## src/rtl/oled_spi_writer_if.sv

```systemverilog
// oled_spi_writer_if: request/completion handshake between the upstream sequencer and the OLED SPI writer.
interface oled_spi_writer_if;
   logic       spi_write_start;
   logic [9:0] spi_data;
   logic       spi_write_done;
   logic       busy;
   modport master (output spi_write_start, spi_data, input spi_write_done, busy);
   modport slave (input spi_write_start, spi_data, output spi_write_done, busy);
endinterface

```

## src/rtl/oled_spi_writer.sv

```systemverilog
// oled_spi_writer: serialises one command/data byte to an SPI OLED panel (mode 0, MSB first).
// Define OLED_SPI_SLOW_SCLK_EN to stretch every SCLK phase to two clk_1m cycles.
module oled_spi_writer (
   input  logic             clk_1m,
   input  logic             rst_n,
   oled_spi_writer_if.slave bus,
   output logic             oled_cs_n,
   output logic             oled_dc,
   output logic             oled_sclk,
   output logic             oled_mosi
);
   localparam logic [2:0] IDLE  = 3'd0;
   localparam logic [2:0] LOAD  = 3'd1;
   localparam logic [2:0] SHIFT = 3'd2;
   localparam logic [2:0] DONE  = 3'd3;
   localparam logic [2:0] GAP   = 3'd4;
   logic [2:0] state, nxt, bit_cnt, nb;
   logic [9:0] lat;
   logic [7:0] tx_byte;
   logic [4:0] ph, nph;
   logic       tick;
   assign nph     = ph + 5'd1;
   assign nb      = bit_cnt + 3'd1;
   assign tx_byte = lat[7:0];
`ifdef OLED_SPI_SLOW_SCLK_EN
   logic div;
   assign tick = div;
   always_ff @(posedge clk_1m or negedge rst_n)
      if (!rst_n) div <= 1'b0;
      else        div <= (state == SHIFT) ? ~div : 1'b0;
`else
   assign tick = 1'b1;
`endif
   // a no-op enters DONE with done low and raises it one cycle later
   always_comb
      nxt = (state == IDLE)  ? (bus.spi_write_start ? (bus.spi_data[9] ? DONE : LOAD) : IDLE) :
            (state == LOAD)  ? SHIFT :
            (state == SHIFT) ? ((tick && ph == 5'd16) ? DONE : SHIFT) :
            (state == DONE)  ? (bus.spi_write_done ? GAP : DONE) :
                               IDLE;
   always_ff @(posedge clk_1m or negedge rst_n)
      if (!rst_n) begin
         state              <= IDLE;
         lat                <= 10'h000;
         ph                 <= 5'd0;
         bit_cnt            <= 3'd0;
         oled_cs_n          <= 1'b1;
         oled_dc            <= 1'b0;
         oled_sclk          <= 1'b0;
         oled_mosi          <= 1'b0;
         bus.spi_write_done <= 1'b0;
         bus.busy           <= 1'b0;
      end else begin
         state    <= nxt;
         bus.busy <= nxt != IDLE;
         case (state)
            IDLE: if (bus.spi_write_start) begin
               lat <= bus.spi_data;
               if (!bus.spi_data[9]) begin
                  oled_cs_n <= 1'b0;
                  oled_dc   <= bus.spi_data[8];
                  oled_mosi <= bus.spi_data[7];
               end
            end
            LOAD: begin
               oled_dc   <= lat[8];
               oled_sclk <= 1'b1;
               ph        <= 5'd1;
            end
            SHIFT: if (tick) begin
               if (ph == 5'd16) begin
                  oled_cs_n          <= 1'b1;
                  oled_mosi          <= 1'b0;
                  bus.spi_write_done <= 1'b1;
                  ph                 <= 5'd0;
               end else begin
                  ph        <= nph;
                  oled_sclk <= nph[0];
                  if (!nph[0]) begin
                     bit_cnt   <= nb;
                     oled_mosi <= tx_byte[~nb];
                  end
               end
            end
            DONE: bus.spi_write_done <= lat[9] & ~bus.spi_write_done;
            default: ;
         endcase
      end
endmodule

```

## src/flat_wrapper.sv

```systemverilog
// flat-port wrapper written by rule: the top's interface ports become plain ports
module oled_spi_writer_flat 
  (clk_1m, rst_n, oled_cs_n, oled_dc, oled_sclk, oled_mosi, bus_spi_write_start, bus_spi_data, bus_spi_write_done, bus_busy);
  oled_spi_writer_if bus_i ();
  input  logic clk_1m;
  input  logic rst_n;
  output logic oled_cs_n;
  output logic oled_dc;
  output logic oled_sclk;
  output logic oled_mosi;
  input wire logic [$bits(bus_i.spi_write_start)-1:0] bus_spi_write_start;
  input wire logic [$bits(bus_i.spi_data)-1:0] bus_spi_data;
  output wire logic [$bits(bus_i.spi_write_done)-1:0] bus_spi_write_done;
  output wire logic [$bits(bus_i.busy)-1:0] bus_busy;
  assign bus_i.spi_write_start = bus_spi_write_start;
  assign bus_i.spi_data = bus_spi_data;
  assign bus_spi_write_done = bus_i.spi_write_done;
  assign bus_busy = bus_i.busy;
  oled_spi_writer u_core (.clk_1m(clk_1m), .rst_n(rst_n), .bus(bus_i), .oled_cs_n(oled_cs_n), .oled_dc(oled_dc), .oled_sclk(oled_sclk), .oled_mosi(oled_mosi));
endmodule
```

## config.mk

```make
export PLATFORM = sky130hd
export DESIGN_NAME = oled_spi_writer_flat
export DESIGN_NICKNAME = d
export VERILOG_FILES = /design/src/rtl/oled_spi_writer_if.sv /design/src/rtl/oled_spi_writer.sv /design/src/flat_wrapper.sv
export SDC_FILE = /design/constraint.sdc
export NUM_CORES = 1
export LEC_CHECK = 0
export BUFFER_PORTS_ARGS = -buffer_cell sky130_fd_sc_hd__clkbuf_2
export CAP_MARGIN = 20
export CORE_ASPECT_RATIO = 1.5
export CORE_MARGIN = 5
export CORE_UTILIZATION = 50
export DETAILED_ROUTE_END_ITERATION = 8
export PLACE_DENSITY_LB_ADDON = 0.1
export SLEW_MARGIN = 20
export SYNTH_ARGS = -nofsm -noshare
export SYNTH_HDL_FRONTEND = slang
export SYNTH_SLANG_ARGS = --single-unit
```

## constraint.sdc

```tcl
create_clock -name clk_1m -period 5.6 [get_ports clk_1m]
set_clock_uncertainty 0.1 [all_clocks]
set_input_delay 1.12 -clock clk_1m [delete_from_list [all_inputs] [get_ports clk_1m]]
set_output_delay 1.12 -clock clk_1m [all_outputs]
set_load 0.03 [all_outputs]
```

# After elaboration in Yosys (flattened, before gate mapping)
# Cells that the tools add are included.
[classes]
add_sub_neg = 2
reduce_logical = 13
n_eq_ne = 9
magnitude_cmp = 1
mux = 27
n_bitwise = 5
[op_table]
columns = ["operator", "n"]
rows = [
  ["$mux 3", 6],
  ["$mux 1", 12],
  ["$pmux 1 s2", 5],
  ["$pmux 5 s2", 1],
  ["$ne 2x2->1 const B", 4],
  ["$reduce_and 4->1", 2],
  ["$reduce_bool 2->1", 4],
  ["$eq 3x2->1 const B", 2],
  ["$reduce_and 2->1", 3],
  ["$reduce_and 3->1", 2],
  ["$add 5x1->5 const B", 1],
  ["$eq 5x5->1 const B", 1],
  ["$mux 5", 1],
  ["$lt 3x4->1 const B", 1],
  ["$add 3x1->3 const B", 1],
  ["$bmux 1 s3", 1],
  ["$eq 3x1->1 const B", 1],
  ["$logic_not 3->1", 1],
  ["$ne 3x3->1 const B", 1],
  ["$not 1->1", 3],
  ["$not 3->3", 1],
  ["$reduce_bool 3->1", 1],
  ["$mux 2", 1],
  ["$and 1x1->1", 1],
]
[word_totals]
output_inout_bits = 6
input_bits = 13
register_bits = 27

# Longest topological paths before layout
# Gate-level depths: netlist (run 1).
[logic_depth]
depth_word = 7
ltp_mapped = 8
depth_no_buf = 6

# Worst setup path after synthesis (run 1)
# OpenSTA, ideal clock, no wires.
[synth_timing]
path_type = "input to register"
start = "in bus_spi_write_start"
end = "reg u_core.lat[0]"
setup_time_ns = 0.125
cell_stages = 3
t_required_ns = 5.375
path_slack_ns = 3.495
t_arrival_ns = 1.880
path_buffers = 1
path_cell_list = "nor4b_1 buf_2 mux2_2"
[synth_via]
elab_chain_len = 1
[synth_lines]
columns = ["element", "line_no", "rtl"]
rows = [
  ["from (decl)", "flat_wrapper.sv:11", "input wire logic [$bits(bus_i.spi_write_start)-1:0] bus_spi_write_start;"],
  ["$reduce_and 2->1 (no source line)", "-", ""],
  ["to (signal assigned)", "oled_spi_writer.sv:58", "lat <= bus.spi_data;"],
  ["to (decl)", "oled_spi_writer.sv:18", "logic [9:0] lat;"],
]
# No other way between the ends.
# A chain may end at the register's enable or synchronous reset.

# Final worst setup path (run 1)
[layout_timing]
start = "in bus_spi_write_start"
end = "reg u_core.lat[4]"
# Same word-level chain as after synthesis.

==> metrics.md, run 1 <==
| Metric | Value |
|---|---|
| ANT nets after route | `0` |
| Run status | `completed` |
| Period utilization | `0.432` |
| Max-cap violation count | `0` |
| Clock power frac | `0.115` |
| DR WL/cell | `15.1 um` |
| WHS | `0.396 ns` |
| Detail Placement HPWL | `2000 um` |
| Pleak | `0.683 nW` |
| Largest family of logic cells by synthesized area | `compound AO/OA/AOI/OAI gates` |
| First-pass GRT wire length | `4670 um` |
| Die Area | `4030 sq um` |
| Final Setup Violations | `0` |
| Vias after detailed routing | `1019` |
| Critical R2R Capture | `u_core.lat[4]` |
| Crit-path max FO | `10` |
| Worst setup EP type | `register` |
| Switching Power | `0.366 mW` |
| Final Hold Fails | `0` |
| Vias/cell | `5.72` |
| Post-route insts no fill | `178` |
| Adder-cell share of the synthesized area | `0.0264` |
| Layout Area Growth over Synthesis | `9.67%` |
| Share of layout cells above drive strength 1 | `0.284` |
| CP startpoint | `bus_spi_write_start` |
| Max Slew Vio Count | `0` |
| Post-synthesis mux area share | `0.150` |
| Later-pin clock latency in the skew report | `0.27 ns` |
| Placement Cell Area | `1520 sq um` |
| Port-buffer cells | `18` |
| Critical path destination | `u_core.lat[4]` |
| Clk root buf | `clkbuf_8` |
| Worst Hold Class | `reg2reg` |
| Distinct cells, synth | `39` |
| Synth Area in XOR/XNOR | `0.0185` |
| Post-CTS setup buffers | `0` |
| Int Pwr | `0.581 mW` |
| Compound-Gate Fraction of Synth Area | `0.161` |
| Maximum number of pins on one net before global-route repair | `28` |
| Inst Count DP | `174` |
| Total iterations of the first detailed-routing run | `4` |
| Final Wtd Congestion | `0.761` |
| Post-Synth Simple-Gate Area | `0.120` |
| Worst reg-to-reg path cell count | `2` |
| Sw frac | `0.386` |
| Remaining global-route overflow | `0` |
| CTS max path bufs | `2` |
| Sequential share of power | `0.421` |
| GRT Overall Usage | `0.156` |
| Data required, critical path | `5.65 ns` |
| Post-Route WL | `2680 um` |
| Post-synthesis sequential area ratio | `0.476` |
| Initial antenna violation count | `0` |
| Die Wd | `53.6 um` |
| Syn. warnings | `0` |
| Nets@finish | `158` |
| R2R Path Start | `u_core.state[2]` |
| Synth Instances | `128` |
| Fmax | `414 MHz` |
| Post-route minimum period | `2.42 ns` |
| Iteration-0 DRC count of the detailed router | `46` |
| VDD IR-drop max | `0.266 mV` |
| Starting density of the core | `0.526` |
| Worst EP arrival | `2.47 ns` |
| RSZ-0062 raised after global routing | `no` |
| Final Cell Area | `1560 sq um` |
| Post-Syn Area | `1420 sq um` |
| Critical path startpoint category | `input pin` |
| Syn_nets | `144` |
| ANT cells | `0` |
| Logic pwr share | `0.464` |
| WS Path Type | `in2reg` |
| I/O Pins | `19` |
| CTS H-tree lvls | `1` |
| Vias in the first global route | `1048` |
| Syn avg cell area | `11.1 sq um` |
| Cell Rows | `23` |
| Setup TNS | `0 ns` |
| Max-slew headroom | `0.328` |
| Seq cells post-synth | `27` |
| Power per Cell Area | `607 nW/um^2` |
| # resized after CTS | `0` |
| Worst-path clk slew | `0.09 ns` |
| Num CTS Buffers | `3` |
| CTS tree | `done` |
| Core region area | `2710 sq um` |
| Die Y | `75.3 um` |
| Hold buffer count at CTS | `0` |
| Worst-margin pin slew | `1.01 ns` |
| Internal reg-to-reg setup slack | `3.40 ns` |
| Residual DRC | `0` |
| Clk sink count | `27` |
| Total Power | `0.946 mW` |
metal layers:
metal | share of wire | global-route usage | vias to the layer above
li1 | - | - | 495
met1 | 0.41 | 0.185 | 504
met2 | 0.54 | 0.286 | 18
met3 | 0.035 | 0.0254 | 2
met4 | 0.0078 | 0.0426 | 0
met5 | 0 | 0 | -
sequential cells by signal, summed over array words and instances (netlist names):
name,cells
u_core.oled_dc,1
u_core.oled_sclk,1
u_core.state,3
u_core.oled_cs_n,1
u_core.bit_cnt,3
u_core.oled_mosi,1
u_core.bus.busy,1
u_core.lat,10
u_core.bus.spi_write_done,1
u_core.ph,5
cell usage in the layout (no fill, tap or decap), types with 2 or more instances in the layout:
cell type / count
mux4_1: 2
o21bai_1: 4
inv_1: 5
mux2_2: 12
nor4_1: 2
nor4b_1: 2
o21ai_0: 6
clkbuf_2: 18
nand3_1: 4
nand2b_1: 2
dfrtp_1: 26
clkbuf_8: 3
nand2_1: 5
xnor2_1: 3
a31oi_1: 2
a21oi_1: 11
ha_1: 3
nor2_1: 9
a22o_1: 2
worst min-delay path by stage:
stage | startpoint | to | cells after the start
detailed placement | u_core.bit_cnt[2] | u_core.bit_cnt[2] | 1
global route | u_core.bit_cnt[2] | u_core.bit_cnt[2] | 1
floorplan | u_core.bit_cnt[2] | u_core.bit_cnt[2] | 1
CTS | u_core.bit_cnt[2] | u_core.bit_cnt[2] | 1
global placement | u_core.lat[3] | u_core.lat[3] | 1
finish | u_core.bit_cnt[2] | u_core.bit_cnt[2] | 1
worst max-delay path, stage by stage:
cell	delay (ns)
clkbuf_2	0.11
nor4b_2	0.81
mux2_2	0.42
power by group through the flow:
stage	Clock (mW)	Combinational, mW	Sequential, mW
6_report	0.109	0.439	0.399
5_1_grt	0.121	0.494	0.415
4_1_cts	0.112	0.446	0.400
3_3_place_gp	0	0.429	0.401
2_1_floorplan	0	0.380	0.378
3_5_place_dp	0	0.444	0.405
cells in the mapped netlist:
| cell type | n | area share |
|---|---|---|
| o211ai_1 | 1 | 0.0053 |
| nand2b_1 | 2 | 0.0088 |
| nand2_1 | 5 | 0.013 |
| mux2i_1 | 1 | 0.0070 |
| a22o_1 | 2 | 0.012 |
| a21oi_1 | 11 | 0.039 |
| o22ai_1 | 1 | 0.0044 |
| o22a_1 | 1 | 0.0062 |
| inv_1 | 5 | 0.013 |
| nand4bb_1 | 1 | 0.0079 |
| buf_6 | 2 | 0.016 |
| and3_1 | 1 | 0.0044 |
| mux2_2 | 12 | 0.095 |
| clkbuf_1 | 5 | 0.013 |
| or3b_4 | 1 | 0.0079 |
| a21boi_0 | 1 | 0.0053 |
| o31a_2 | 1 | 0.0070 |
| ha_1 | 3 | 0.026 |
| dfstp_2 | 1 | 0.018 |
| o2bb2ai_1 | 1 | 0.0062 |
| nor2_1 | 9 | 0.024 |
| a32o_1 | 1 | 0.0070 |
| mux4_1 | 2 | 0.037 |
| nor4b_1 | 3 | 0.018 |
| dfrtp_1 | 26 | 0.46 |
| a31oi_1 | 2 | 0.0088 |
| a41oi_1 | 1 | 0.0062 |
| o21bai_1 | 4 | 0.021 |
| mux2_4 | 1 | 0.011 |
| buf_2 | 1 | 0.0035 |
| a311oi_1 | 1 | 0.0062 |
| and4bb_2 | 1 | 0.0088 |
| buf_1 | 1 | 0.0026 |
| a211oi_1 | 1 | 0.0053 |
| o21ai_0 | 6 | 0.021 |
| nand3_1 | 4 | 0.014 |
| nor4_1 | 2 | 0.0088 |
| xnor2_1 | 3 | 0.018 |
| or2_2 | 1 | 0.0044 |
logic make-up after synthesis:
group | Yosys count
flip-flops | 27
adder cells (fa/ha/maj) | 3
buffers and inverters | 14
multiplexers | 16
AND/OR/NAND/NOR | 30
AO/OA/AOI/OAI | 35
XOR/XNOR | 3
through the flow:
stage | worst slack [ns] | utilization
6_report | 3.18 | 0.577
5_1_grt | 3.10 | 0.577
4_1_cts | 3.15 | 0.577
3_5_place_dp | 2.86 | 0.560
3_3_place_gp | 2.94 | 0.560
2_1_floorplan | 3.49 | -
layout make-up:
type | count | area, sq um
timing repair buffer | 18 | 90.1
sequential | 27 | 677
fill | 267 | 1140
multi-input combinational | 87 | 683
tap | 37 | 46.3
clock buffer | 4 | 45.0
inverter | 5 | 18.8
Power figures use the tool's default switching activity.
==> inputs of run 2 (changes only) <==
Settings changed: ABC_AREA from default to 1.
Clock period 5.6 ns to 2.1 ns, I/O delays scaled along.
==> run 2 against run 1 <==
- sequential power up 130%
- die area shrank 3.0%
- routed wire length shrank 4.7%
- hold slack lost 0.33 ns
- setup slack got worse by 2.7 ns
- first-iteration DRC count fell by 59%
- non-clock buffer count is the same
- clock power increased to 2.6 times the previous value
- count of clock-buffer cells in the layout is the same
- synthesized cell count is 25% higher
- critical path type is now reg2reg
- critical endpoint is now u_core.bit_cnt[0]
- highest routed layer unchanged
==> metrics.md, run 2 <==
| Metric | Value |
|---|---|
| Final core utilization | `0.583 (+0.00592)` |
| Max-slew headroom | `0.556 (+0.228)` |
| Die Wd | `52.8 um (-1.4%)` |
| Total iterations of the first detailed-routing run | `4 (unchanged)` |
| Clk root buf | `clkbuf_8` |
| Distinct cells, synth | `25 (-36%)` |
| First-pass GRT wire length | `4340 um (-7.1%)` |
| Worst-path clk slew | `0.09 ns (about the same)` |
| Share of layout cells above drive strength 1 | `0.221 (-0.0627)` |
| Total Power | `2.40 mW (+150%)` |
| Critical path startpoint category | `register` |
| Synth area leaders | `dfrtp_1 47%, nand2_1 9.6%, inv_1 6.0%, o21ai_0 4.4%, nand3_1 4.0%` |
| Setup ws final | `0.469 ns (-2.71 ns)` |
| Data required, critical path | `2.15 ns (-3.50 ns)` |
| Worst setup EP type | `register` |
| CTS tree | `done` |
| Syn avg cell area | `8.58 sq um (-23%)` |
| CTS H-tree lvls | `1 (unchanged)` |
| Iteration-0 DRC count of the detailed router | `19 (-59%)` |
| Area share of the largest cell type after synthesis | `0.474 (+0.0167)` |
| Maximum number of pins on one net before global-route repair | `28 (unchanged)` |
| Remaining global-route overflow | `0 (unchanged)` |
| Clk sink count | `27 (unchanged)` |
| Final Hold Fails | `0 (unchanged)` |
| FFs w/ async S/R, synth | `1.00 (unchanged)` |
| Placement Cell Area | `1500 sq um (-1.2%)` |
| Nets@finish | `198 (+25%)` |
| WHS | `0.0704 ns (-0.325 ns)` |
| Synth Instances | `160 (+25%)` |
| Sw frac | `0.452 (+0.0658)` |
| Commonest cells post-synth | `35 x nand2_1, 26 x dfrtp_1, 22 x inv_1` |
| Final Cell Area | `1540 sq um (-1.1%)` |
| # resized after CTS | `0 (unchanged)` |
| Worst reg-to-reg path cell count | `9 (+7)` |
| Worst EP arrival | `1.69 ns (-0.78 ns)` |
| Logic pwr share | `0.493 (+0.029)` |
| Detail Placement HPWL | `2010 um (+0.57%)` |
| Place WS | `0.466 ns (-2.39 ns)` |
| Post-route minimum period | `1.63 ns` |
| Int Pwr | `1.31 mW (+130%)` |
| Switching Power | `1.08 mW (+200%)` |
| Post-synth EDFFs | `0 (unchanged)` |
| Worst-margin pin slew | `0.666 ns (-0.339 ns)` |
| GRT Overall Usage | `0.147 (-0.00903)` |
| Seq cells post-synth | `27 (unchanged)` |
| WS Path Type | `reg2reg` |
| ANT cells | `0 (unchanged)` |
| Max-cap violation count | `0 (unchanged)` |
| Vias in the first global route | `1039 (-0.86%)` |
| R2R Path Start | `u_core.ph[0]` |
| Top FF cell, synth | `dfrtp_1` |
| Vias after detailed routing | `1053 (+3.3%)` |
| Post-Route WL | `2550 um (-4.7%)` |
| Worst Hold Class | `in2async` |
| Inst Count DP | `214 (+23%)` |
| Hold buffer count at CTS | `0 (unchanged)` |
| Largest registers | `u_core.lat: 10 flops, u_core.ph: 5 flops` |
| Run status | `completed` |
| Post-Syn Area | `1370 sq um (-3.5%)` |
| Cell Rows | `23 (unchanged)` |
| Period utilization | `0.777` |
| Syn. warnings | `0 (unchanged)` |
| Starting density of the core | `0.518 (-0.00747)` |
| DR WL/cell | `11.7 um (-22%)` |
| Final Setup Violations | `0 (unchanged)` |
| VDD IR-drop max | `0.693 mV (+160%)` |
| Post-route insts no fill | `218 (+22%)` |
| Fmax | `613 MHz` |
| Port-buffer cells | `18 (unchanged)` |
| Max reg flops | `10 (unchanged)` |
| Layout Area Growth over Synthesis | `12.4%` |
| Initial antenna violation count | `0 (unchanged)` |
| Critical R2R Capture | `u_core.bit_cnt[0]` |
| CTS max path bufs | `2 (unchanged)` |
| I/O Pins | `19 (unchanged)` |
| Internal reg-to-reg setup slack | `0.47 ns (-2.93 ns)` |
| Post-CTS setup buffers | `0 (unchanged)` |
| Die Area | `3910 sq um (-3.0%)` |
| Most frequent cells in the layout | `35 x nand2_1, 26 x dfrtp_1, 22 x inv_1, 18 x clkbuf_2` |
| RSZ-0062 raised after global routing | `no` |
| Pleak | `0.810 nW (+19%)` |
| Sequential share of power | `0.388 (-0.033)` |
| Syn_nets | `176 (+22%)` |
| Core region area | `2650 sq um (-2.1%)` |
| Setup TNS | `0 ns (unchanged)` |
| Num CTS Buffers | `3 (unchanged)` |
| Post-synthesis sequential area ratio | `0.493 (+0.0173)` |
| Vias/cell | `4.83 (-16%)` |
| Die Y | `74.2 um (-1.5%)` |
| Cell taking the most area after synthesis | `dfrtp_1` |
| Residual DRC | `0 (unchanged)` |
| Biggest register | `u_core.lat` |
| Final Wtd Congestion | `0.831 (+9.3%)` |
| Commonest non-fill, non-tap cell in the layout | `nand2_1` |
| Count leader, synth | `nand2_1` |
| ANT nets after route | `0 (unchanged)` |
| Max Slew Vio Count | `0 (unchanged)` |
| Crit-path max FO | `6 (-4)` |
| Clock power frac | `0.119 (+0.004)` |
| Later-pin clock latency in the skew report | `0.26 ns (about the same)` |
| Power per Cell Area | `1550 nW/um^2 (+160%)` |
-- run 2: changes by cell type after synthesis, moves of 5 or more --
cell / before / now
nand2_1: 5 / 35
inv_1: 5 / 22
mux2_2: 12 / 0
a21oi_1: 11 / 4
nand3_1: 4 / 11
o21ai_0: 6 / 12
clkbuf_1: 5 / 0
-- run 2: layer usage --
metal  vias up  wire [um]  global-route usage
met5         -          0                   0
met4         0         20              0.0625
met3         2         86              0.0200
met2        14       1360               0.267
met1       493       1090               0.170
li1        544          -                   -
-- run 2: worst max path at each step --
stage | startpoint | endpoint | slack (ns) | cells past startpoint
finish | u_core.ph[0] | u_core.bit_cnt[0] | 0.47 | 9
global route | u_core.ph[0] | u_core.bit_cnt[2] | 0.35 | 10
global placement | u_core.ph[0] | u_core.bit_cnt[0] | 0.54 | 9
floorplan | u_core.ph[0] | u_core.bit_cnt[0] | 0.61 | 9
CTS | u_core.ph[0] | u_core.bit_cnt[0] | 0.46 | 9
detailed placement | u_core.ph[0] | u_core.bit_cnt[0] | 0.47 | 9
-- run 2: logic make-up after synthesis --
kind of cell,after synthesis,share of synthesized area
adders and majority gates,3,0.0274
and+or+nand+nor,73,0.269
AOI/OAI and AO/OA,24,0.0948
buffers and inverters,28,0.0839
xor gates and xnor gates,5,0.0319
DFF,27,0.493
-- run 2: power groups by stage --
stage | clock [mW] | sequential [mW] | combinational (mW)
final | 0.285 | 0.929 | 1.18
after global routing | 0.322 | 0.955 | 1.34
after global placement | 0 | 0.928 | 1.17
after CTS | 0.302 | 0.929 | 1.20
after floorplan | 0 | 0.991 | 0.869
after detailed placement | 0 | 0.939 | 1.19
-- run 2: worst max-delay path: stages, from the launching register on --
cell	delay, ns
dfrtp_1	0.45
inv_1	0.15
ha_1	0.22
nand2_1	0.06
inv_1	0.04
nand2_2	0.09
inv_2	0.07
nor2_8	0.13
nand2_4	0.08
xor2_1	0.14
-- run 2: cell type report --
class	count	area, sq um
sequential	27	677
clock buffer	4	45.0
tap	37	46.3
inverter	27	104
timing repair buffer	18	90.1
multi-input combinational	105	581
fill	250	1100
